===== src/rtl/dm_port_arbiter_if.sv =====
// rtl/dm_port_arbiter_if.sv - CPU, DMA and memory port signals of the data-memory arbiter
interface dm_port_arbiter_if;
    logic        cpu_req;
    logic [31:0] cpu_addr;
    logic [31:0] cpu_wdata;
    logic [3:0]  cpu_byteen;
    logic        cpu_stall;
    logic [31:0] cpu_rdata;
    logic        dma_req;
    logic        dma_we;
    logic [31:0] dma_addr;
    logic [3:0]  dma_len;
    logic [31:0] dma_wdata;
    logic        dma_beat;
    logic [31:0] dma_rdata;
    logic        dma_done;
    logic [31:0] m_data_addr;
    logic [31:0] m_data_wdata;
    logic [3:0]  m_data_byteen;
    logic [31:0] m_data_rdata;
    logic [31:0] perf_stall_cnt;
    logic [31:0] perf_dma_cnt;

    modport slave (
        input  cpu_req, cpu_addr, cpu_wdata, cpu_byteen,
        input  dma_req, dma_we, dma_addr, dma_len, dma_wdata,
        input  m_data_rdata,
        output cpu_stall, cpu_rdata, dma_beat, dma_rdata, dma_done,
        output m_data_addr, m_data_wdata, m_data_byteen,
        output perf_stall_cnt, perf_dma_cnt
    );

    modport master (
        output cpu_req, cpu_addr, cpu_wdata, cpu_byteen,
        output dma_req, dma_we, dma_addr, dma_len, dma_wdata,
        output m_data_rdata,
        input  cpu_stall, cpu_rdata, dma_beat, dma_rdata, dma_done,
        input  m_data_addr, m_data_wdata, m_data_byteen,
        input  perf_stall_cnt, perf_dma_cnt
    );
endinterface


===== src/rtl/dm_port_arbiter.sv =====
// rtl/dm_port_arbiter.sv - CPU/DMA data-memory port arbiter with non-preemptible DMA bursts
// Optional perf counters enabled by defining DM_ARB_PERF_CNT_EN.
module dm_port_arbiter #(
    parameter int MAX_BURST    = 8,
    parameter int STARVE_LIMIT = 4
) (
    input  logic clk,
    input  logic reset,
    dm_port_arbiter_if.slave bus
);
    localparam int SW = $clog2(STARVE_LIMIT + 1);
    localparam logic [SW-1:0] STARVE_MAX = SW'(STARVE_LIMIT);
    localparam logic [3:0]    MAX_LEN    = 4'(MAX_BURST);

    typedef enum logic {S_IDLE, S_BURST} state_t;

    state_t        state_q, state_d;
    logic [3:0]    beat_cnt_q, beat_cnt_d;
    logic [31:0]   burst_addr_q, burst_addr_d;
    logic          burst_we_q, burst_we_d;
    logic [SW-1:0] starve_cnt_q, starve_cnt_d;
    logic          dma_done_q, dma_done_d;

    logic          cpu_own;
    logic          dma_own;
    logic [31:0]   dma_base;
    logic [3:0]    len_min1;
    logic [3:0]    burst_len;
    logic [31:0]   port_addr;
    logic [31:0]   port_wdata;
    logic [3:0]    port_byteen;
    logic          cpu_stall;
    logic          dma_beat;
    logic          unused_addr_bits;

    assign dma_base         = {bus.dma_addr[31:2], 2'b00};
    assign unused_addr_bits = ^bus.dma_addr[1:0];
    assign len_min1         = (bus.dma_len == 4'd0) ? 4'd1 : bus.dma_len;
    assign burst_len        = (len_min1 > MAX_LEN) ? MAX_LEN : len_min1;

    always_comb begin
        state_d      = state_q;
        beat_cnt_d   = beat_cnt_q;
        burst_addr_d = burst_addr_q;
        burst_we_d   = burst_we_q;
        starve_cnt_d = starve_cnt_q;
        dma_done_d   = 1'b0;
        cpu_own      = 1'b0;
        dma_own      = 1'b0;
        port_addr    = 32'h0;
        port_wdata   = 32'h0;
        port_byteen  = 4'h0;
        cpu_stall    = 1'b0;
        dma_beat     = 1'b0;
        case (state_q)
            S_IDLE: begin
                // A saturated starvation count lets a waiting DMA jump ahead of the CPU
                cpu_own = bus.cpu_req && !(bus.dma_req && starve_cnt_q == STARVE_MAX);
                dma_own = !cpu_own && bus.dma_req;
                if (cpu_own) begin
                    port_addr   = bus.cpu_addr;
                    port_wdata  = bus.cpu_wdata;
                    port_byteen = bus.cpu_byteen;
                end else if (dma_own) begin
                    port_addr    = dma_base;
                    port_wdata   = bus.dma_wdata;
                    port_byteen  = bus.dma_we ? 4'b1111 : 4'b0000;
                    dma_beat     = 1'b1;
                    burst_addr_d = dma_base + 32'd4;
                    burst_we_d   = bus.dma_we;
                    beat_cnt_d   = burst_len - 4'd1;
                    if (burst_len > 4'd1) begin
                        state_d = S_BURST;
                    end else begin
                        dma_done_d = 1'b1;
                    end
                end
                cpu_stall = bus.cpu_req && !cpu_own;
                if (!bus.dma_req || dma_own) begin
                    starve_cnt_d = '0;
                end else if (starve_cnt_q != STARVE_MAX) begin
                    starve_cnt_d = starve_cnt_q + SW'(1);
                end
            end
            S_BURST: begin
                port_addr    = burst_addr_q;
                port_wdata   = bus.dma_wdata;
                port_byteen  = burst_we_q ? 4'b1111 : 4'b0000;
                dma_beat     = 1'b1;
                cpu_stall    = bus.cpu_req;
                burst_addr_d = burst_addr_q + 32'd4;
                beat_cnt_d   = beat_cnt_q - 4'd1;
                if (beat_cnt_q == 4'd1) begin
                    state_d    = S_IDLE;
                    dma_done_d = 1'b1;
                end
            end
            default: state_d = S_IDLE;
        endcase
    end

`ifdef DM_ARB_PERF_CNT_EN
    logic [31:0] perf_stall_q, perf_stall_d;
    logic [31:0] perf_dma_q, perf_dma_d;

    always_comb begin
        perf_stall_d = perf_stall_q + {31'h0, cpu_stall};
        perf_dma_d   = perf_dma_q + {31'h0, dma_beat};
    end

    always_ff @(posedge clk) begin
        if (!reset) begin
            perf_stall_q <= 32'h0;
            perf_dma_q   <= 32'h0;
        end else begin
            perf_stall_q <= perf_stall_d;
            perf_dma_q   <= perf_dma_d;
        end
    end

    assign bus.perf_stall_cnt = perf_stall_q;
    assign bus.perf_dma_cnt   = perf_dma_q;
`else
    assign bus.perf_stall_cnt = 32'h0;
    assign bus.perf_dma_cnt   = 32'h0;
`endif

    // Burst address/direction keep their stale values in reset; they are reloaded on every first beat
    always_ff @(posedge clk) begin
        if (!reset) begin
            state_q      <= S_IDLE;
            beat_cnt_q   <= 4'd0;
            starve_cnt_q <= '0;
            dma_done_q   <= 1'b0;
        end else begin
            state_q      <= state_d;
            beat_cnt_q   <= beat_cnt_d;
            burst_addr_q <= burst_addr_d;
            burst_we_q   <= burst_we_d;
            starve_cnt_q <= starve_cnt_d;
            dma_done_q   <= dma_done_d;
        end
    end

    assign bus.m_data_addr   = port_addr;
    assign bus.m_data_wdata  = port_wdata;
    assign bus.m_data_byteen = port_byteen;
    assign bus.cpu_stall     = cpu_stall;
    assign bus.cpu_rdata     = bus.m_data_rdata;
    assign bus.dma_beat      = dma_beat;
    assign bus.dma_rdata     = bus.m_data_rdata;
    assign bus.dma_done      = dma_done_q;
endmodule


===== src/flat_wrapper.sv =====
// flat-port wrapper written by rule: the top's interface ports become plain ports
module dm_port_arbiter_flat 
#(
    parameter int MAX_BURST    = 8,
    parameter int STARVE_LIMIT = 4
)
  (clk, reset, bus_cpu_req, bus_cpu_addr, bus_cpu_wdata, bus_cpu_byteen, bus_dma_req, bus_dma_we, bus_dma_addr, bus_dma_len, bus_dma_wdata, bus_m_data_rdata, bus_cpu_stall, bus_cpu_rdata, bus_dma_beat, bus_dma_rdata, bus_dma_done, bus_m_data_addr, bus_m_data_wdata, bus_m_data_byteen, bus_perf_stall_cnt, bus_perf_dma_cnt);
  dm_port_arbiter_if bus_i ();
  input  logic clk;
  input  logic reset;
  input wire logic [$bits(bus_i.cpu_req)-1:0] bus_cpu_req;
  input wire logic [$bits(bus_i.cpu_addr)-1:0] bus_cpu_addr;
  input wire logic [$bits(bus_i.cpu_wdata)-1:0] bus_cpu_wdata;
  input wire logic [$bits(bus_i.cpu_byteen)-1:0] bus_cpu_byteen;
  input wire logic [$bits(bus_i.dma_req)-1:0] bus_dma_req;
  input wire logic [$bits(bus_i.dma_we)-1:0] bus_dma_we;
  input wire logic [$bits(bus_i.dma_addr)-1:0] bus_dma_addr;
  input wire logic [$bits(bus_i.dma_len)-1:0] bus_dma_len;
  input wire logic [$bits(bus_i.dma_wdata)-1:0] bus_dma_wdata;
  input wire logic [$bits(bus_i.m_data_rdata)-1:0] bus_m_data_rdata;
  output wire logic [$bits(bus_i.cpu_stall)-1:0] bus_cpu_stall;
  output wire logic [$bits(bus_i.cpu_rdata)-1:0] bus_cpu_rdata;
  output wire logic [$bits(bus_i.dma_beat)-1:0] bus_dma_beat;
  output wire logic [$bits(bus_i.dma_rdata)-1:0] bus_dma_rdata;
  output wire logic [$bits(bus_i.dma_done)-1:0] bus_dma_done;
  output wire logic [$bits(bus_i.m_data_addr)-1:0] bus_m_data_addr;
  output wire logic [$bits(bus_i.m_data_wdata)-1:0] bus_m_data_wdata;
  output wire logic [$bits(bus_i.m_data_byteen)-1:0] bus_m_data_byteen;
  output wire logic [$bits(bus_i.perf_stall_cnt)-1:0] bus_perf_stall_cnt;
  output wire logic [$bits(bus_i.perf_dma_cnt)-1:0] bus_perf_dma_cnt;
  assign bus_i.cpu_req = bus_cpu_req;
  assign bus_i.cpu_addr = bus_cpu_addr;
  assign bus_i.cpu_wdata = bus_cpu_wdata;
  assign bus_i.cpu_byteen = bus_cpu_byteen;
  assign bus_i.dma_req = bus_dma_req;
  assign bus_i.dma_we = bus_dma_we;
  assign bus_i.dma_addr = bus_dma_addr;
  assign bus_i.dma_len = bus_dma_len;
  assign bus_i.dma_wdata = bus_dma_wdata;
  assign bus_i.m_data_rdata = bus_m_data_rdata;
  assign bus_cpu_stall = bus_i.cpu_stall;
  assign bus_cpu_rdata = bus_i.cpu_rdata;
  assign bus_dma_beat = bus_i.dma_beat;
  assign bus_dma_rdata = bus_i.dma_rdata;
  assign bus_dma_done = bus_i.dma_done;
  assign bus_m_data_addr = bus_i.m_data_addr;
  assign bus_m_data_wdata = bus_i.m_data_wdata;
  assign bus_m_data_byteen = bus_i.m_data_byteen;
  assign bus_perf_stall_cnt = bus_i.perf_stall_cnt;
  assign bus_perf_dma_cnt = bus_i.perf_dma_cnt;
  dm_port_arbiter #(.MAX_BURST(MAX_BURST), .STARVE_LIMIT(STARVE_LIMIT)) u_core (.clk(clk), .reset(reset), .bus(bus_i));
endmodule

===== config.mk =====
export PLATFORM = sky130hd
export DESIGN_NAME = dm_port_arbiter_flat
export DESIGN_NICKNAME = d
export VERILOG_FILES = /design/src/rtl/dm_port_arbiter_if.sv /design/src/rtl/dm_port_arbiter.sv /design/src/flat_wrapper.sv
export SDC_FILE = /design/constraint.sdc
export NUM_CORES = 1
export LEC_CHECK = 0
export ABC_AREA = 1
export BUFFER_PORTS_ARGS = -buffer_cell sky130_fd_sc_hd__buf_2
export CAP_MARGIN = 20
export CORE_AREA = 2 2 145 147
export CTS_CLUSTER_SIZE = 25
export DETAILED_ROUTE_END_ITERATION = 10
export DIE_AREA = 0 0 147 149
export PLACE_DENSITY = 0.53
export SYNTH_ARGS = -nofsm -noshare
export SYNTH_HDL_FRONTEND = slang
export SYNTH_SLANG_ARGS = --single-unit

===== constraint.sdc =====
create_clock -name clk -period 2.9 [get_ports clk]
set_input_delay 0.29 -clock clk [delete_from_list [all_inputs] [get_ports clk]]
set_output_delay 0.29 -clock clk [all_outputs]
set_load 0.005 [all_outputs]

==> results.sh, run 1 <==
export IMPL_netlist_area_leader_share_pct=22.21
export IMPL_syn_avg_cell_area_um2=6.874
export IMPL_cp_cell_sequence="inv_1 > ha_1 > nand3_1 > nand2_1 > inv_2 > buf_4 > nand2_1 > inv_2 > buf_12 > nand2_1 > o311ai_0 > buf_2"
export IMPL_core_area_um2=20560
export IMPL_cp_max_fo=67
export IMPL_antenna_found_initial=0
export IMPL_period_minus_slack_ns=2.635
export IMPL_period_share_pct=90.85
export IMPL_synth_edf_count=31
export IMPL_grt_pass1_vias=4099
export IMPL_fin_setup_tns_ns=0
export IMPL_yosys_register_bits=40
export IMPL_fin_area_um2=5293
export IMPL_fin_skew_ns=0.009965
export IMPL_grt_pass1_wl_um=22960
export IMPL_fin_cells=1070
export IMPL_yosys_top_cells_area="buf_4, edfxtp_1, nand2_1"
export IMPL_report_power_total_mw=1.941
export IMPL_first_pass_iters=6
export IMPL_synthFlopType="edfxtp_1"
export IMPL_cts_setup_buffers=0
export IMPL_cpMostUsedCell="nand2_1"
export IMPL_numCtsBuffers=5
export IMPL_cts_resized=0
export IMPL_ios=372
export IMPL_num_vias=4488
export IMPL_ys_warn_count=0
export IMPL_area_growth_pct=17.73
export IMPL_clock_sinks=40
export IMPL_p_per_area_nw_per_um2=366.8
export IMPL_ys_seq_area_share_pct=24.71
export IMPL_clk_latency_ns=0.30
export IMPL_detail_route_antenna_nets=0
export IMPL_n_fill_cell=2363
export IMPL_post_place_ws_ns=0.5932
export IMPL_cp_arrival_ns=2.34
export IMPL_syn_cell_area_um2=4496
export IMPL_hold_slack_ns=0.1847
export IMPL_drt_total_wl_um=15880
export IMPL_critPathMaxStageDelay_ns=0.35
export IMPL_wl_per_cell_um=14.84
export IMPL_synth_most_common_cell="nand2_1"
export IMPL_hold_buffers=0
export IMPL_p_leak_nw=2.670
export IMPL_track_usage_pct=13.89
export IMPL_yosysUniqueCellTypes=30
export IMPL_path_clk_slew_ns=0.06
export IMPL_start_kind="flop"
export IMPL_io_buffers=209
export IMPL_cts_max_level=2
export IMPL_required_ns=2.61
export IMPL_fp_dieW_um=147
export IMPL_synth_cells=654
export IMPL_cap_violations=0
export IMPL_max_freq_mhz=379.6
export IMPL_dp_cells=1061
export IMPL_die_h_um=149
export IMPL_final_nets=973
export IMPL_grt_start_max_net_pins=68
export IMPL_gp_congestion=0.8400
export IMPL_cp_slowest_cell="dfxtp_1"
export IMPL_hold_path_class="in2reg"
export IMPL_dp_hpwl_um=12900
export IMPL_synthArstFlopShare_pct=0
export IMPL_cts_tree="yes"
export IMPL_utilization_pct=25.75
export IMPL_synth_commonest_cells="nand2_1, buf_4, nor2_1"
export IMPL_drc=0
export IMPL_ir_drop_uv=191.8
export IMPL_root_buffer="clkbuf_16"
export IMPL_post_drt_via_cell_ratio=4.194
export IMPL_rows=53
export IMPL_status="finished clean"
export IMPL_drive_gt1_share_pct=30.86
export IMPL_start_util_pct=21.87
export IMPL_grt_ovfl_total=0
export IMPL_synth_top_area_cell="buf_4"
export IMPL_crit_type="reg2out"
export IMPL_fin_ws_ns=0.2655
export IMPL_first_iter_violations=200
export IMPL_worstSetupEndpointType="output port"
export IMPL_rsz0062_at_grt="false"
export IMPL_dieArea_um2=21900
export IMPL_cts_max_path_buffers=2
export IMPL_setup_viol=0
export IMPL_place_area_um2=5152
export IMPL_finalHoldViolations=0
export IMPL_drv_slew=0
layout make-up:
| cell class | instances | area [µm²] | share of cell area, % |
|---|---|---|---|
| multi-input combinational | 488 | 2402 | 45.39 |
| clock inverter | 1 | 5.005 | 0.09456 |
| clock buffer | 7 | 132.6 | 2.506 |
| inverter | 37 | 138.9 | 2.624 |
| antenna | 1 | 2.502 | 0.04728 |
| timing repair buffer | 221 | 1156 | 21.84 |
| sequential | 40 | 1111 | 20.99 |
| tap | 275 | 344.1 | 6.501 |
final timing paths:
check                                      startpoint                                   to  slack (ns)  depth (start not counted)
setup / recovery  u_core.starve_cnt_q[0]$_SDFFE_PN0P_                  bus_m_data_addr[15]        0.27                         12
hold / removal                             bus_dma_we          u_core.burst_we_q$_DFFE_PP_        0.18                          1
setup reg to reg  u_core.starve_cnt_q[0]$_SDFFE_PN0P_     u_core.burst_addr_q[9]$_DFFE_PP_        0.66                         10
hold reg to reg   u_core.starve_cnt_q[0]$_SDFFE_PN0P_  u_core.starve_cnt_q[0]$_SDFFE_PN0P_        0.48                          2
power breakdown:
part	internal [mW]	leakage [nW]	switching [mW]
Combinational	0.286	2.24	0.427
Clock	0.319	0.0679	0.234
Sequential	0.664	0.362	0.0115
Total	1.27	2.67	0.672
sequential cells by signal, indices dropped and copies added, names as in the netlist:
signal	cells
u_core.burst_addr_q	30
u_core.beat_cnt_q	4
u_core.starve_cnt_q	3
u_core.burst_we_q	1
u_core.bus.dma_done	1
u_core.state_q	1
placed cells by master (no fill, tap or decap), types with 7 or more instances in the layout:
master and instances:
a21oi_1 8, a22o_1 32, buf_2 209, buf_4 10
conb_1 64, dfxtp_1 9, edfxtp_1 31, ha_1 7
inv_1 32, nand2_1 231, nand3_1 19, nor2_1 49
o311ai_0 30, xnor2_1 8, xor2_1 9
cells by family (layout without fill, tap and decap cells):
family / Yosys count / after routing / synth area share [%]
other cells: 1 / 65 / 0.08342
fa+ha+maj: 7 / 7 / 1.948
compound gates: 79 / 79 / 14.11
buf+inv: 189 / 266 / 27.16
simple gates: 320 / 320 / 28.44
mux: 1 / 1 / 0.2227
flops: 40 / 40 / 24.71
xor+xnor: 17 / 17 / 3.312
routing by layer:
metal	vias to the layer above	GRT usage (%)	part of all wire, %
met4	0	4.087	2.2
li1	2245	-	-
met2	162	26.22	51
met1	2051	15.29	39
met5	-	0	0
met3	30	3.639	7.4
worst max-delay path, delay by kind of cell, from the launching register on:
family / cells / cell delay [ns]
AND/OR/NAND/NOR: 4 / 0.39
adder cells (fa/ha/maj): 1 / 0.19
buffers and inverters: 6 / 0.96
flip-flops: 1 / 0.35
AO/OA/AOI/OAI: 1 / 0.13
(Power assumes the default switching activity.)
==> run 2, diff against run 1 <==
- ABC_AREA: 1 -> not set
- CORE_AREA: 2 2 145 147 -> 2 2 143 145
- CTS_CLUSTER_DIAMETER: not set -> 80
- DIE_AREA: 0 0 147 149 -> 0 0 145 147
- PLACE_DENSITY: 0.53 -> 0.56
- RECOVER_POWER: not set -> 100
==> run 2 against run 1 <==
  * Flip-flop and latch count unchanged
  * Design area increased by 5.1%
  * Sequential share of layout area decreased by 0.95 points
  * Fmax decreased by 2.2%
  * Clock skew about the same
  * Critical endpoint is now bus_m_data_wdata[23]
  * Highest routed layer unchanged
==> results.sh, run 2 <==
export IMPL_path_buf_inv=4
export IMPL_p_seq_share_pct=34.7
export IMPL_grt_pass1_vias=4275
export IMPL_p_leak_nw=2.433
export IMPL_worstSetupEndpointType="output port"
export IMPL_tightest_slew_ns=0.9094
export IMPL_cp_slowest_cell="dfxtp_4"
export IMPL_fp_dieW_um=145
export IMPL_drc=0
export IMPL_synthArstFlopShare_pct=0
export IMPL_cp_arrival_ns=2.40
export IMPL_ys_warn_count=0
export IMPL_cts_resized=0
export IMPL_track_usage_pct=13.33
export IMPL_path_clk_slew_ns=0.07
export IMPL_cts_setup_buffers=0
export IMPL_final_common_cell="buf_2"
export IMPL_slew_headroom_pct=39.37
export IMPL_cts_max_path_buffers=2
export IMPL_final_nets=901
export IMPL_drive_gt1_share_pct=26.87
export IMPL_period_minus_slack_ns=2.695
export IMPL_grt_pass1_wl_um=22570
export IMPL_yosysUniqueCellTypes=64
export IMPL_p_comb_share_pct=32.6
export IMPL_hold_buffers=0
export IMPL_yosys_register_bits=40
export IMPL_fin_skew_ns=0.009605
export IMPL_hold_slack_ns=0.2217
export IMPL_crit_type="reg2out"
export IMPL_cts_tree="yes"
export IMPL_reg_top3="u_core.burst_addr_q: 30 flops, u_core.beat_cnt_q: 4 flops, u_core.starve_cnt_q: 3 flops"
export IMPL_die_h_um=147
export IMPL_gp_congestion=0.8259
export IMPL_p_per_area_nw_per_um2=361.3
export IMPL_status="finished clean"
export IMPL_start_util_pct=24.55
export IMPL_synth_commonest_cells="buf_4, nand2_1, a21oi_1"
export IMPL_rows=52
export IMPL_max_freq_mhz=371.1
export IMPL_switching_power_mw=0.6509
export IMPL_drv_slew=0
export IMPL_numCtsBuffers=5
export IMPL_post_drt_via_cell_ratio=4.561
export IMPL_required_ns=2.61
export IMPL_rsz0062_at_grt="false"
export IMPL_syn_avg_cell_area_um2=8.173
export IMPL_swShare_pct=32.38
export IMPL_first_iter_violations=230
export IMPL_fin_area_um2=5563
export IMPL_place_area_um2=5505
export IMPL_setup_viol=0
export IMPL_synth_edf_count=31
export IMPL_cap_violations=0
export IMPL_synth_most_common_cell="buf_4"
export IMPL_fin_setup_tns_ns=0
export IMPL_clock_sinks=40
export IMPL_detail_route_antenna_nets=0
export IMPL_period_share_pct=92.92
export IMPL_dp_hpwl_um=11470
export IMPL_mostFrequentLayoutCells="buf_2, conb_1, nand2_1"
export IMPL_cts_max_level=2
export IMPL_area_growth_pct=14.21
export IMPL_critPathMaxStageDelay_ns=0.42
export IMPL_netlist_area_leader_share_pct=19.73
export IMPL_hold_path_class="in2reg"
export IMPL_ys_seq_area_share_pct=22.81
export IMPL_yosys_top_cells_area="buf_4, edfxtp_1, a22o_1"
export IMPL_synth_top_area_cell="buf_4"
export IMPL_cp_cell_sequence="buf_12 > buf_4 > nand2b_1 > clkbuf_4 > a22o_1 > buf_2"
export IMPL_n_fill_cell=2205
export IMPL_finalHoldViolations=0
export IMPL_drt_total_wl_um=15030
export IMPL_root_buffer="clkbuf_16"
export IMPL_largest_reg_flops=30
export IMPL_p_int_mw=1.359
export IMPL_syn_cell_area_um2=4871
export IMPL_antenna_found_initial=1
export IMPL_cp_max_fo=75
export IMPL_dieArea_um2=21320
export IMPL_ir_drop_uv=222.9
export IMPL_regMostFlops="u_core.burst_addr_q"
export IMPL_io_buffers=209
export IMPL_first_pass_iters=4
export IMPL_grt_ovfl_total=0
export IMPL_clkPwrFrac_pct=32.7
export IMPL_clk_latency_ns=0.29
export IMPL_num_vias=4529
export IMPL_grt_start_max_net_pins=76
export IMPL_synth_cells=596
export IMPL_crit_family="buffers and inverters"
export IMPL_ios=372
export IMPL_wl_per_cell_um=15.14
export IMPL_start_kind="flop"
export IMPL_synthFlopType="edfxtp_1"
export IMPL_core_area_um2=19840
-- run 2: kinds of logic after synthesis --
logic type / count (synthesis) / synth area share (%)
flops: 40 / 22.81
simple gates: 171 / 20.40
xor+xnor: 33 / 5.934
fa+ha+maj: 7 / 1.798
compound gates: 150 / 21.04
buf+inv: 175 / 23.86
mux: 19 / 4.084
other cells: 1 / 0.07699
-- run 2: area by class of cell --
| type | count | area (µm²) | area share [%] |
|---|---|---|---|
| inverter | 12 | 45.04 | 0.8097 |
| clock buffer | 5 | 125.1 | 2.249 |
| timing repair buffer | 218 | 1086 | 19.52 |
| tap | 270 | 337.8 | 6.073 |
| antenna | 1 | 2.502 | 0.04498 |
| multi-input combinational | 444 | 2809 | 50.49 |
| clock inverter | 3 | 42.54 | 0.7647 |
| sequential | 40 | 1115 | 20.04 |
-- run 2: stage by stage --
stage          worst slack, ns  instances  power [mW]  util (%)
3_5_place_dp            0.4460        984       1.391     27.74
2_1_floorplan          0.02253        659       1.219         -
3_3_place_gp            0.4402        984       1.384     27.74
6_report                0.2053        993       2.010     28.03
4_1_cts                 0.1586        992       2.068     28.59
5_1_grt                0.04781        993       2.141     28.03
-- run 2: layer usage --
layer / vias to the layer above / global-route usage, % / wire length, µm
met5: - / 0 / 0
met4: 0 / 5.842 / 555
met3: 32 / 2.547 / 1038
met2: 217 / 23.29 / 7363
met1: 2102 / 15.98 / 6074
li1: 2178 / - / -
-- run 2: final timing paths --
path / startpoint / end / slack (ns) / cells past startpoint
setup / recovery: u_core.state_q$_SDFF_PN0_ / bus_m_data_wdata[23] / 0.21 / 6
hold / removal: bus_dma_we / u_core.burst_we_q$_DFFE_PP_ / 0.22 / 1
setup reg to reg: u_core.state_q$_SDFF_PN0_ / u_core.burst_addr_q[28]$_DFFE_PP_ / 0.26 / 6
hold reg to reg: u_core.beat_cnt_q[3]$_SDFFE_PN0P_ / u_core.beat_cnt_q[3]$_SDFFE_PN0P_ / 0.47 / 1
-- run 2: power by group through the flow --
stage	Sequential (mW)	Clock [mW]	Combinational, mW
finish	0.698	0.658	0.654
global route	0.702	0.704	0.735
CTS	0.697	0.687	0.684
detailed placement	0.709	0	0.682
global placement	0.709	0	0.675
floorplan	0.698	0	0.521
